<file path="src/rtl/mem_port_arbiter.sv">
// Two-requester (CPU/DMA) round-robin arbiter onto a single shared memory port.
// One transaction per grant, with a one-cycle RELEASE bubble and a BUSY timeout abort.
module mem_port_arbiter #(
  parameter logic [15:0] TIMEOUT = 16'd1023
) (
  input  logic        clk,
  input  logic        rst,
  input  logic        m0_r_req,
  input  logic [31:0] m0_ar_addr,
  output logic [31:0] m0_r_data,
  output logic        m0_r_valid,
  input  logic        m0_w_req,
  input  logic [31:0] m0_aw_addr,
  input  logic [31:0] m0_w_data,
  output logic        m0_w_done,
  input  logic        m1_r_req,
  input  logic [31:0] m1_ar_addr,
  output logic [31:0] m1_r_data,
  output logic        m1_r_valid,
  input  logic        m1_w_req,
  input  logic [31:0] m1_aw_addr,
  input  logic [31:0] m1_w_data,
  output logic        m1_w_done,
  output logic        s_r_req,
  output logic        s_w_req,
  output logic [31:0] s_ar_addr,
  output logic [31:0] s_aw_addr,
  output logic [31:0] s_w_data,
  input  logic [31:0] s_r_data,
  input  logic        s_r_valid,
  input  logic        s_w_done,
  output logic [1:0]  grant,
  output logic        timeout_err
);

  localparam logic [1:0] IDLE    = 2'd0;
  localparam logic [1:0] BUSY_R  = 2'd1;
  localparam logic [1:0] BUSY_W  = 2'd2;
  localparam logic [1:0] RELEASE = 2'd3;

  logic [1:0]  state;
  logic        owner;
  logic        last_grant;
  logic [15:0] cnt;

  logic        pend0, pend1, sel, sel_r;
  logic        own_r, own_w, own_req, done, tmo, busy;
  logic [31:0] own_ar, own_aw, own_wd;
  logic        r_fwd, w_fwd;

  always_comb begin
    pend0   = m0_r_req | m0_w_req;
    pend1   = m1_r_req | m1_w_req;
    sel     = (pend0 && pend1) ? ~last_grant : pend1;
    sel_r   = sel ? m1_r_req : m0_r_req;
    own_r   = owner ? m1_r_req   : m0_r_req;
    own_w   = owner ? m1_w_req   : m0_w_req;
    own_ar  = owner ? m1_ar_addr : m0_ar_addr;
    own_aw  = owner ? m1_aw_addr : m0_aw_addr;
    own_wd  = owner ? m1_w_data  : m0_w_data;
    busy    = (state == BUSY_R) || (state == BUSY_W);
    own_req = (state == BUSY_R) ? own_r : own_w;
    done    = ((state == BUSY_R) && s_r_valid) || ((state == BUSY_W) && s_w_done);
    // Widened compare: abort on the BUSY cycle whose increment brings cnt to TIMEOUT.
    tmo     = ({1'b0, cnt} + 17'd1) >= {1'b0, TIMEOUT};
  end

  always_ff @(posedge clk) begin
    if (rst) begin
      state       <= IDLE;
      owner       <= 1'b0;
      last_grant  <= 1'b1;
      cnt         <= '0;
      timeout_err <= 1'b0;
    end else begin
      case (state)
        IDLE: begin
          cnt <= '0;
          if (pend0 || pend1) begin
            owner <= sel;
            state <= sel_r ? BUSY_R : BUSY_W;
          end
        end
        BUSY_R, BUSY_W: begin
          if (!done && cnt != 16'hFFFF)
            cnt <= cnt + 16'd1;
          if (done || !own_req) begin
            state      <= RELEASE;
            last_grant <= owner;
          end else if (tmo) begin
            state       <= RELEASE;
            last_grant  <= owner;
            timeout_err <= 1'b1;
          end
        end
        default: state <= IDLE;
      endcase
    end
  end

  // Completions are suppressed while rst is high so a reset edge never forwards one.
  always_comb begin
    grant     = busy ? (owner ? 2'b10 : 2'b01) : 2'b00;
    s_r_req   = (state == BUSY_R) ? own_r  : 1'b0;
    s_ar_addr = (state == BUSY_R) ? own_ar : '0;
    s_w_req   = (state == BUSY_W) ? own_w  : 1'b0;
    s_aw_addr = (state == BUSY_W) ? own_aw : '0;
    s_w_data  = (state == BUSY_W) ? own_wd : '0;
    r_fwd      = (state == BUSY_R) && s_r_valid && !rst;
    w_fwd      = (state == BUSY_W) && s_w_done && !rst;
    m0_r_valid = r_fwd && !owner;
    m1_r_valid = r_fwd && owner;
    m0_r_data  = m0_r_valid ? s_r_data : '0;
    m1_r_data  = m1_r_valid ? s_r_data : '0;
    m0_w_done  = w_fwd && !owner;
    m1_w_done  = w_fwd && owner;
  end

endmodule

</file>
<file path="config.mk">
export PLATFORM = sky130hd
export DESIGN_NAME = mem_port_arbiter
export DESIGN_NICKNAME = d
export VERILOG_FILES = /design/src/rtl/mem_port_arbiter.sv
export SDC_FILE = /design/constraint.sdc
export NUM_CORES = 1
export LEC_CHECK = 0
export ABC_AREA = 1
export ABC_CLOCK_PERIOD_IN_PS = 2400
export BUFFER_PORTS_ARGS = -buffer_cell sky130_fd_sc_hd__buf_2
export CAP_MARGIN = 30
export CORE_AREA = 8 8 152 154
export CTS_BUF_LIST = sky130_fd_sc_hd__clkbuf_4 sky130_fd_sc_hd__clkbuf_8
export CTS_CLUSTER_DIAMETER = 40
export DETAILED_ROUTE_END_ITERATION = 8
export DIE_AREA = 0 0 160 162
export SYNTH_ARGS = -nofsm -noshare
export SYNTH_HDL_FRONTEND = slang
export SYNTH_SLANG_ARGS = --single-unit
</file>
<file path="constraint.sdc">
create_clock -name clk -period 2.4 [get_ports clk]
set_clock_uncertainty 0.2 [all_clocks]
set_input_delay 0.24 -clock clk [delete_from_list [all_inputs] [get_ports clk]]
set_output_delay 0.24 -clock clk [all_outputs]
set_load 0.02 [all_outputs]
</file>
* After elaboration in Yosys (flattened, before gate mapping) *
Index checks and enable logic that the tools add are counted.

operators by class
  $add $sub $neg = 2
  multiply operators = 0
  div/mod/pow operators = 0
  $lt $le $gt $ge = 1
  equal/unequal tests = 6
  shift-type cells = 0
  muxes and demuxes = 26
  bitwise gates (word level) = 4
  reduce and logical (&&, ||, !) cells = 27

operators with widths
  kind                                                                  count
  two-way mux 32 bit                                                    8
  one-hot mux 16 bit (2 select lines)                                   1
  adder 16 x 1 -> 17 bit (second input constant)                        1
  greater-or-equal comparator 17 x 10 -> 1 bit (second input constant)  1
  adder 16 x 1 -> 16 bit (second input constant)                        1
  two-way mux 16 bit                                                    1
  inequality test 16 bit (second input constant)                        1
  two-way mux 2 bit                                                     6
  logical AND 1 bit                                                     10
  two-way mux 1 bit                                                     9
  AND reduction 2 bit                                                   4
  logical NOT 1 bit                                                     4
  logical OR 1 bit                                                      4
  inequality test 2 bit (second input constant)                         2
  one-hot mux 2 bit (2 select lines)                                    1
  nonzero test 2 bit                                                    2
  inequality test 3 bit (second input constant)                         1
  AND reduction 3 bit                                                   1
  == test 2 x 1 -> 1 bit (second input constant)                        1
  == test 2 bit (second input constant)                                 1
  logical NOT 2 bit                                                     1
  inverter 1 bit                                                        2
  OR 1 bit                                                              2
  OR reduction 2 bit                                                    1

storage, ports and cells
  register bits = 21
  bits in latches = 0
  RAM bits = 0
  memory bits (read-only) = 0
  output and inout bits = 169
  logic and storage cells = 71
  memories kept = 0

* Depth between registers and ports, before layout *
Gate-level depths: netlist (run 1).

  depth after elaboration = 7
  depth in mapped cells = 14

* Worst setup path after synthesis (run 1) *
OpenSTA, ideal clock, no wires.

  path kind = register -> output
  from = reg state[1]
  to = out m0_r_data[10]
  data arrival time = 2.216 ns
  required time = 1.960 ns
  path slack = -0.256 ns
  cell stages (with the launch flop) = 8
  path buffers = 1
  cell sequence = dfxtp_1 > inv_1 > ha_1 > inv_1 > nor4_1 > inv_1 > clkbuf_1 > nor2_1

on the way
  word-level cells in the longest chain between the ends = 5

ends and longest elaborated chain
  element                         line  text
  start, declared                 41    logic [1:0] state;
  start signal, assigned          81    state <= sel_r ? BUSY_R : BUSY_W;
  == test 2 x 1 -> 1 bit          109   r_fwd = (state == BUSY_R) && s_r_valid && !rst;
  logical AND 1 bit (2 in a row)  109
  logical AND 1 bit               111   m0_r_valid = r_fwd && !owner;
  net m0_r_valid                  11    output logic m0_r_valid,
  two-way mux 32 bit              113   m0_r_data = m0_r_valid ? s_r_data : '0;
  end, declared                   10    output logic [31:0] m0_r_data,

The timed path passes the listed nets, and every way through them passes these cells.

* Worst setup path in the final report (run 1) *
  from = reg state[1]
  to = out m1_r_data[9]

on the way
  word-level cells in the longest chain between the ends = 5

ends and longest elaborated chain
  element                         line  text
  == test 2 x 1 -> 1 bit          109
  logical AND 1 bit (2 in a row)  109
  logical AND 1 bit               112   m1_r_valid = r_fwd && owner;
  two-way mux 32 bit              114   m1_r_data = m1_r_valid ? s_r_data : '0;
  end, declared                   18    output logic [31:0] m1_r_data,

Every way passes these cells.

==> results.cfg, run 1 <==
[status]
status = complete, no violations

[synthesis]
synth-simple-area-share_pct = 49.6
async_flop_share_pct = 0
synthTopCellsByArea = nor2_1 (34%), o21ai_0 (16%), dfxtp_1 (13%)
synth_commonest_cells = nor2_1 (285), o21ai_0 (103), nand2_1 (65)
yosys_warnings = 0
synth_cells = 657
synthFlopType = dfxtp_1
synth-edff-count = 0
synth_top_area_share_pct = 33.6
yosys.cell_types.count = 30
synth_fa_ha_area_share_pct = 2.36
yosysSeqAreaShare_pct = 13.2
yosysMostFrequentCell = nor2_1
synth.avg_cell_area_um2 = 4.85
synthMuxAreaShare_pct = 0.628
syn_area_mm2 = 0.00319
synth_xor_area_share_pct = 1.37
ys_seq_elements = 21
synth_top_area_cell = nor2_1
syn_nets = 895
synth_top_family_by_area = simple AND/OR/NAND/NOR gates
synth-compound-area-share_pct = 20.7

[route]
ant_nets = 0
drcViolationCount = 0
dr.pass1.iters = 5
route.vias.total = 5649
vias_per_cell = 4.30
routedWlPerCell_um = 16.9
drtIter0Drc = 689
drt-total-wl_mm = 22.2

[sta]
worst_slew_pin_slew_ns = 0.473
fin_crit_sh_pct = 97.8
max_slew_margin_pct = 68.5
hold_viol_final = 0
fmax_mhz = 426
drv_slew = 0
rsz0062_at_grt = yes
setup-violations-final = 0
fin_tns_setup_ns = 0
finalCriticalPeriod_ns = 2.35

[global_routing]
track_usage_pct = 15.0
grt_pass1_vias = 4997
grt_max_degree = 99
gr-total-overflow = 0
use_met3_pct = 3.52
antenna_found_initial = 2
grt_use_met1_pct = 18.9
grt_pass1_wl_mm = 31.2
grt_use_met2_pct = 25.7
gr-max-usage-layer = met2

[critical_path]
crit_type = reg2out
worst_setup_path_end_kind = output pin
cp_data_required_time_ns = 1.96
crit_chain = inv_4 > ha_4 > inv_6 > nor4_4 > buf_4 > clkinvlp_4 > buf_12 > clkbuf_16 > nor2_4 > buf_6
r2r_setup_slack_ns = 0.25
arrival_ns = 1.91
cp_max_fo = 7
crit_path_top_delay_cell = dfxtp_4
cp-start-kind = register
slowest_delay_ns = 0.37

[clock_network]
cts_sinks = 21
insertion_delay_ns = 0.26
tritoncts = done
path_clk_slew_ns = 0.08
cts_buffer_depth = 2
htree_levels = 1
cts-buffers-inserted = 3
cts_root_buffer = clkbuf_8

[hold_path]
hp-class = in2reg

[placement]
placed_cell_area_mm2 = 0.00551
dpl.cell_count = 1305
dp_hpwl_mm = 18.3
port_buffers = 400
gp_congestion = 0.930

[die]
initial_core_util_pct = 15.4
dieArea_mm2 = 0.0259
placementRows = 53
die_w_um = 160
core_area_mm2 = 0.0207
die_y_um = 162
ios = 401

[layout]
final_layout_size_suffix_gt1_share_pct = 46.9
instances_no_fill = 1313
nNetsFinal = 1277
final_area_mm2 = 0.00602
syn_to_final_growth_pct = 88.9
diodes = 0
finish.utilization_pct = 29.1
n_fill_cell = 2336

[power_and_ir_drop]
power_leakage_nw = 3.49
p_per_area_mw_per_mm2 = 643
power_mw = 3.87
ir_drop_mv = 0.496

[run]
max_cap_violations = 0
## cells by family (layout without fill, tap and decap cells)
| group | after synthesis | count (layout) |
|---|---|---|
| DFF | 21 | 21 |
| adders and majority gates | 6 | 6 |
| AOI/OAI and AO/OA | 130 | 130 |
| and+or+nand+nor | 393 | 393 |
| buffers and inverters | 100 | 481 |
| muxes | 2 | 2 |
| xor gates and xnor gates | 5 | 5 |
## worst paths after layout
path | startpoint | endpoint | cells after the start
setup / recovery | state[1]$_SDFFE_PP0P_ | m1_r_data[9] | 10
hold / removal | m1_w_req | owner$_SDFFE_PP0P_ | 4
setup reg to reg | cnt[0]$_SDFFE_PP0P_ | state[0]$_SDFFE_PP0P_ | 10
hold reg to reg | last_grant$_SDFFE_PP1P_ | last_grant$_SDFFE_PP1P_ | 2
## state kept, by name (all words and copies together) (netlist names)
register,flops
last_grant,1
state,2
cnt,16
owner,1
timeout_err,1
## worst max-delay path: cells and delay by family, from the launching register on
family / cells / cell delay (ns)
fa+ha+maj: 1 / 0.14
buf+inv: 7 / 0.82
flops: 1 / 0.37
simple gates: 2 / 0.32
## power breakdown
part	total [mW]	internal (mW)	switching, mW
combinational	3.17	0.960	2.21
clock	0.250	0.130	0.120
sequential	0.457	0.399	0.0583
total	3.87	1.49	2.38
## routing by layer
metal  vias up  wire length (um)
met5         -                23
met4         4               464
met3        32              1900
met2       275             10900
met1      2530              8870
li1       2808                 -
## stage by stage
stage          setup WS, ns  hold WS, ns
2_1_floorplan        0.0330        0.223
3_5_place_dp          0.286        0.262
4_1_cts             0.00747        0.239
5_1_grt             -0.0449        0.256
3_3_place_gp          0.261        0.259
6_report             0.0521        0.242
## timing repair
action,in CTS,in global routing
gates resized for setup,0,115
hold buffers,0,0
setup endpoints to repair,0,70
endpoints found under the hold margin,0,0
setup buffers,0,2
## final cells by class
class | instances | area (um2) | area share, %
multi-input combinational | 536 | 2580 | 42.8
tap | 275 | 344 | 5.72
inverter | 59 | 234 | 3.89
sequential | 21 | 429 | 7.13
clock buffer | 4 | 48.8 | 0.811
timing repair buffer | 418 | 2380 | 39.6
## cell usage in the layout, fill, tap and decap left out, types with 2 or more instances in the layout
cell and instances:
nand2_2 7, o21ai_1 3, or2_2 6, o21ai_0 103, nand2_1 65, inv_2 2, dfxtp_1 18, buf_12 3
nor2_2 18, nor2_4 18, dfxtp_4 2, clkbuf_16 2, nor2_1 257, buf_6 22, ha_1 4, inv_1 52
nor4_4 2, xor2_1 3, xnor2_1 2, buf_8 3, mux2i_1 2, nand3_1 15, nand4_1 3, buf_2 372
buf_4 16, clkbuf_8 3, a21oi_1 20
(Power assumes the default switching activity.)
==> run 2, diff against run 1 <==
--- a/config.mk
+++ b/config.mk
@@ -6,13 +6,12 @@
 export NUM_CORES = 1
 export LEC_CHECK = 0
-export ABC_AREA = 1
 export ABC_CLOCK_PERIOD_IN_PS = 2400
 export BUFFER_PORTS_ARGS = -buffer_cell sky130_fd_sc_hd__buf_2
 export CAP_MARGIN = 30
-export CORE_AREA = 8 8 152 154
+export CORE_AREA = 8 8 148 150
 export CTS_BUF_LIST = sky130_fd_sc_hd__clkbuf_4 sky130_fd_sc_hd__clkbuf_8
 export CTS_CLUSTER_DIAMETER = 40
 export DETAILED_ROUTE_END_ITERATION = 8
-export DIE_AREA = 0 0 160 162
+export DIE_AREA = 0 0 156 158
 export SYNTH_ARGS = -nofsm -noshare
 export SYNTH_HDL_FRONTEND = slang
==> constraint.sdc (replaced) <==
create_clock -name clk -period 2.4 [get_ports clk]
set_clock_uncertainty 0.2 [all_clocks]
set_input_delay 0.48 -clock clk [delete_from_list [all_inputs] [get_ports clk]]
set_output_delay 0.48 -clock clk [all_outputs]
set_load 0.02 [all_outputs]
==> run 2 against run 1 <==
- the flow now finishes with violations (negative setup slack)
- utilization increased by 4.5 points
- die area shrank 4.9%
- power increased by 7.0%
- non-clock buffer count increased by 47
- clock power grew 7%
- register-to-register slack worse by 0.33 ns
- hold slack better by 0.0048 ns
- count of clock-buffer cells in the layout did not move
- flip-flop and latch count unchanged
- routed wire length decreased by 5.8%
- via count decreased by 11%
- critical endpoint is now state[0]$_SDFFE_PP0P_
- largest power group unchanged
- highest routed layer unchanged
==> results.cfg, run 2 <==
[layout]
nNetsFinal = 1158
mostFrequentLayoutCells = buf_2 (396), mux2i_1 (101), nor2b_1 (100)
reg_top3 = cnt: 16 flops, state: 2 flops
instances_no_fill = 1191
finish.utilization_pct = 33.6
top_register = cnt
final_common_cell = buf_2
syn_to_final_growth_pct = 84.4
final_layout_size_suffix_gt1_share_pct = 55.2
largest_reg_flops = 16
final_area_mm2 = 0.00662

[global_routing]
antenna_found_initial = 4
track_usage_pct = 15.2
grt_max_degree = 66
gr-total-overflow = 0
grt_pass1_wl_mm = 29.4
grt_pass1_vias = 5081

[route]
drtIter0Drc = 266
drt-total-wl_mm = 20.9
drcViolationCount = 0
dr.pass1.iters = 4
routedWlPerCell_um = 17.5
ant_nets = 0
route.vias.total = 5050
vias_per_cell = 4.24

[synthesis]
synth-edff-count = 0
syn_area_mm2 = 0.00359
ys_seq_elements = 21
synth_top_area_share_pct = 28.2
yosysSeqAreaShare_pct = 11.7
syn_nets = 727
yosysMostFrequentCell = mux2i_1
synthTopCellsByArea = mux2i_1 (28%), nor2b_1 (17%), dfxtp_1 (12%)
synth_commonest_cells = mux2i_1 (101), nor2b_1 (100), and2_1 (65)
synthFlopType = dfxtp_1
synth.avg_cell_area_um2 = 7.34
synth_top_area_cell = mux2i_1
synth_cells = 489
yosys.cell_types.count = 49
async_flop_share_pct = 0
yosys_warnings = 0

[power_and_ir_drop]
pwr-share-clk_pct = 6.5
switching_power_mw = 2.13
power_mw = 4.14
internal_power_mw = 2.01
pwr-share-seq_pct = 11.0
power_leakage_nw = 3.41
swShare_pct = 51.4
p_per_area_mw_per_mm2 = 626
p_comb_share_pct = 82.6
ir_drop_mv = 0.280

[run]
max_cap_violations = 0

[clock_network]
cts_buffer_depth = 2
cts-buffers-inserted = 3
cts_root_buffer = clkbuf_8
htree_levels = 1
insertion_delay_ns = 0.28
tritoncts = done
cts_sinks = 21
path_clk_slew_ns = 0.09

[sta]
setup_ws_ns = -0.0800
hold_viol_final = 0
rsz0062_at_grt = yes
setup-violations-final = 26
max_slew_margin_pct = 74.6
fmax_mhz = 403
worst_slew_pin_slew_ns = 0.371
drv_slew = 0
fin_tns_setup_ns = -0.703
fin_crit_sh_pct = 103
finalCriticalPeriod_ns = 2.48
holdWs_ns = 0.247

[critical_path]
crit_type = reg2reg
r2r_setup_slack_ns = -0.08
cp_max_fo = 4
cp-start-kind = register
arrival_ns = 2.46
worst_setup_path_end_kind = register
cp_data_required_time_ns = 2.38

[placement]
pre_cts_ws_ns = -0.108
placed_cell_area_mm2 = 0.00636
gp_congestion = 0.809
dp_hpwl_mm = 17.9
dpl.cell_count = 1178
port_buffers = 400

[die]
initial_core_util_pct = 18.2
core_area_mm2 = 0.0197
placementRows = 52
die_w_um = 156
ios = 401
dieArea_mm2 = 0.0246
die_y_um = 158

[status]
status = finished with violations
failed_checks = negative setup slack

[hold_path]
hp-class = reg2reg
-- run 2: changes by cell type in the layout (fill, tap and decap cells not counted), sizes merged, moves of 45 or more --
| cell | change |
|---|---|
| nor2 | -262 |
| nor2b | +100 |
| mux2i | +99 |
| o21ai | -92 |
| and2 | +66 |
| nand2 | -58 |
| inv | -48 |
| buf | +45 |
-- run 2: kinds of logic (layout without fill, tap and decap cells) --
kind of cell,count (synthesis),count (layout),share of synthesized area [%]
buf+inv,47,477,4.99
simple gates,252,252,41.4
fa+ha+maj,6,6,2.09
other cells,0,2,0
compound gates,57,57,9.97
flops,21,21,11.7
xor+xnor,3,3,0.732
mux,103,103,29.1
-- run 2: routing by layer --
metal / global-route usage, % / share of wire [%] / vias up
met1: 16.9 / 38 / 2300
li1: - / - / 2532
met5: 0 / 0.13 / -
met2: 28.2 / 54 / 187
met4: 4.76 / 2.0 / 4
met3: 3.28 / 6.2 / 27
-- run 2: worst paths after layout --
path,startpoint,to,cells past startpoint
min,timeout_err$_SDFFE_PP0P_,timeout_err$_SDFFE_PP0P_,2
max reg2reg,cnt[1]$_SDFFE_PP0P_,state[0]$_SDFFE_PP0P_,8
max,cnt[1]$_SDFFE_PP0P_,state[0]$_SDFFE_PP0P_,8
min reg2reg,timeout_err$_SDFFE_PP0P_,timeout_err$_SDFFE_PP0P_,2
-- run 2: area by class of cell --
| type | count | area (um2) |
|---|---|---|
| repair buffers | 465 | 2660 |
| inverters | 8 | 32.5 |
| diodes | 2 | 5.00 |
| multi-input cells | 421 | 3100 |
| clock buffers | 4 | 48.8 |
| fillers | 2101 | 13100 |
| well taps | 270 | 338 |
| flip-flops and latches | 21 | 438 |
-- run 2: what timing repair did --
action,in CTS,in global routing
pin swaps,4,2
gates cloned,0,3
endpoints found under the setup margin,67,95
gates resized for setup,10,19
hold buffers,0,0
setup buffers,1,3
-- run 2: power groups by stage --
stage          clock network [mW]  logic, mW  registers (mW)
6_report                    0.268       3.42           0.455
2_1_floorplan                   0       2.04           0.430
4_1_cts                     0.272       3.36           0.443
5_1_grt                     0.283       3.68           0.462
3_3_place_gp                    0       3.32           0.451
3_5_place_dp                    0       3.33           0.449
-- run 2: worst max-delay path: stages (launching register included) --
cell       delay, ns
dfxtp_4         0.37
ha_4            0.17
buf_6           0.12
inv_4           0.04
nor2_2          0.03
or4_4           0.55
a2111oi_4       0.40
o31a_2          0.22
mux2_4          0.29
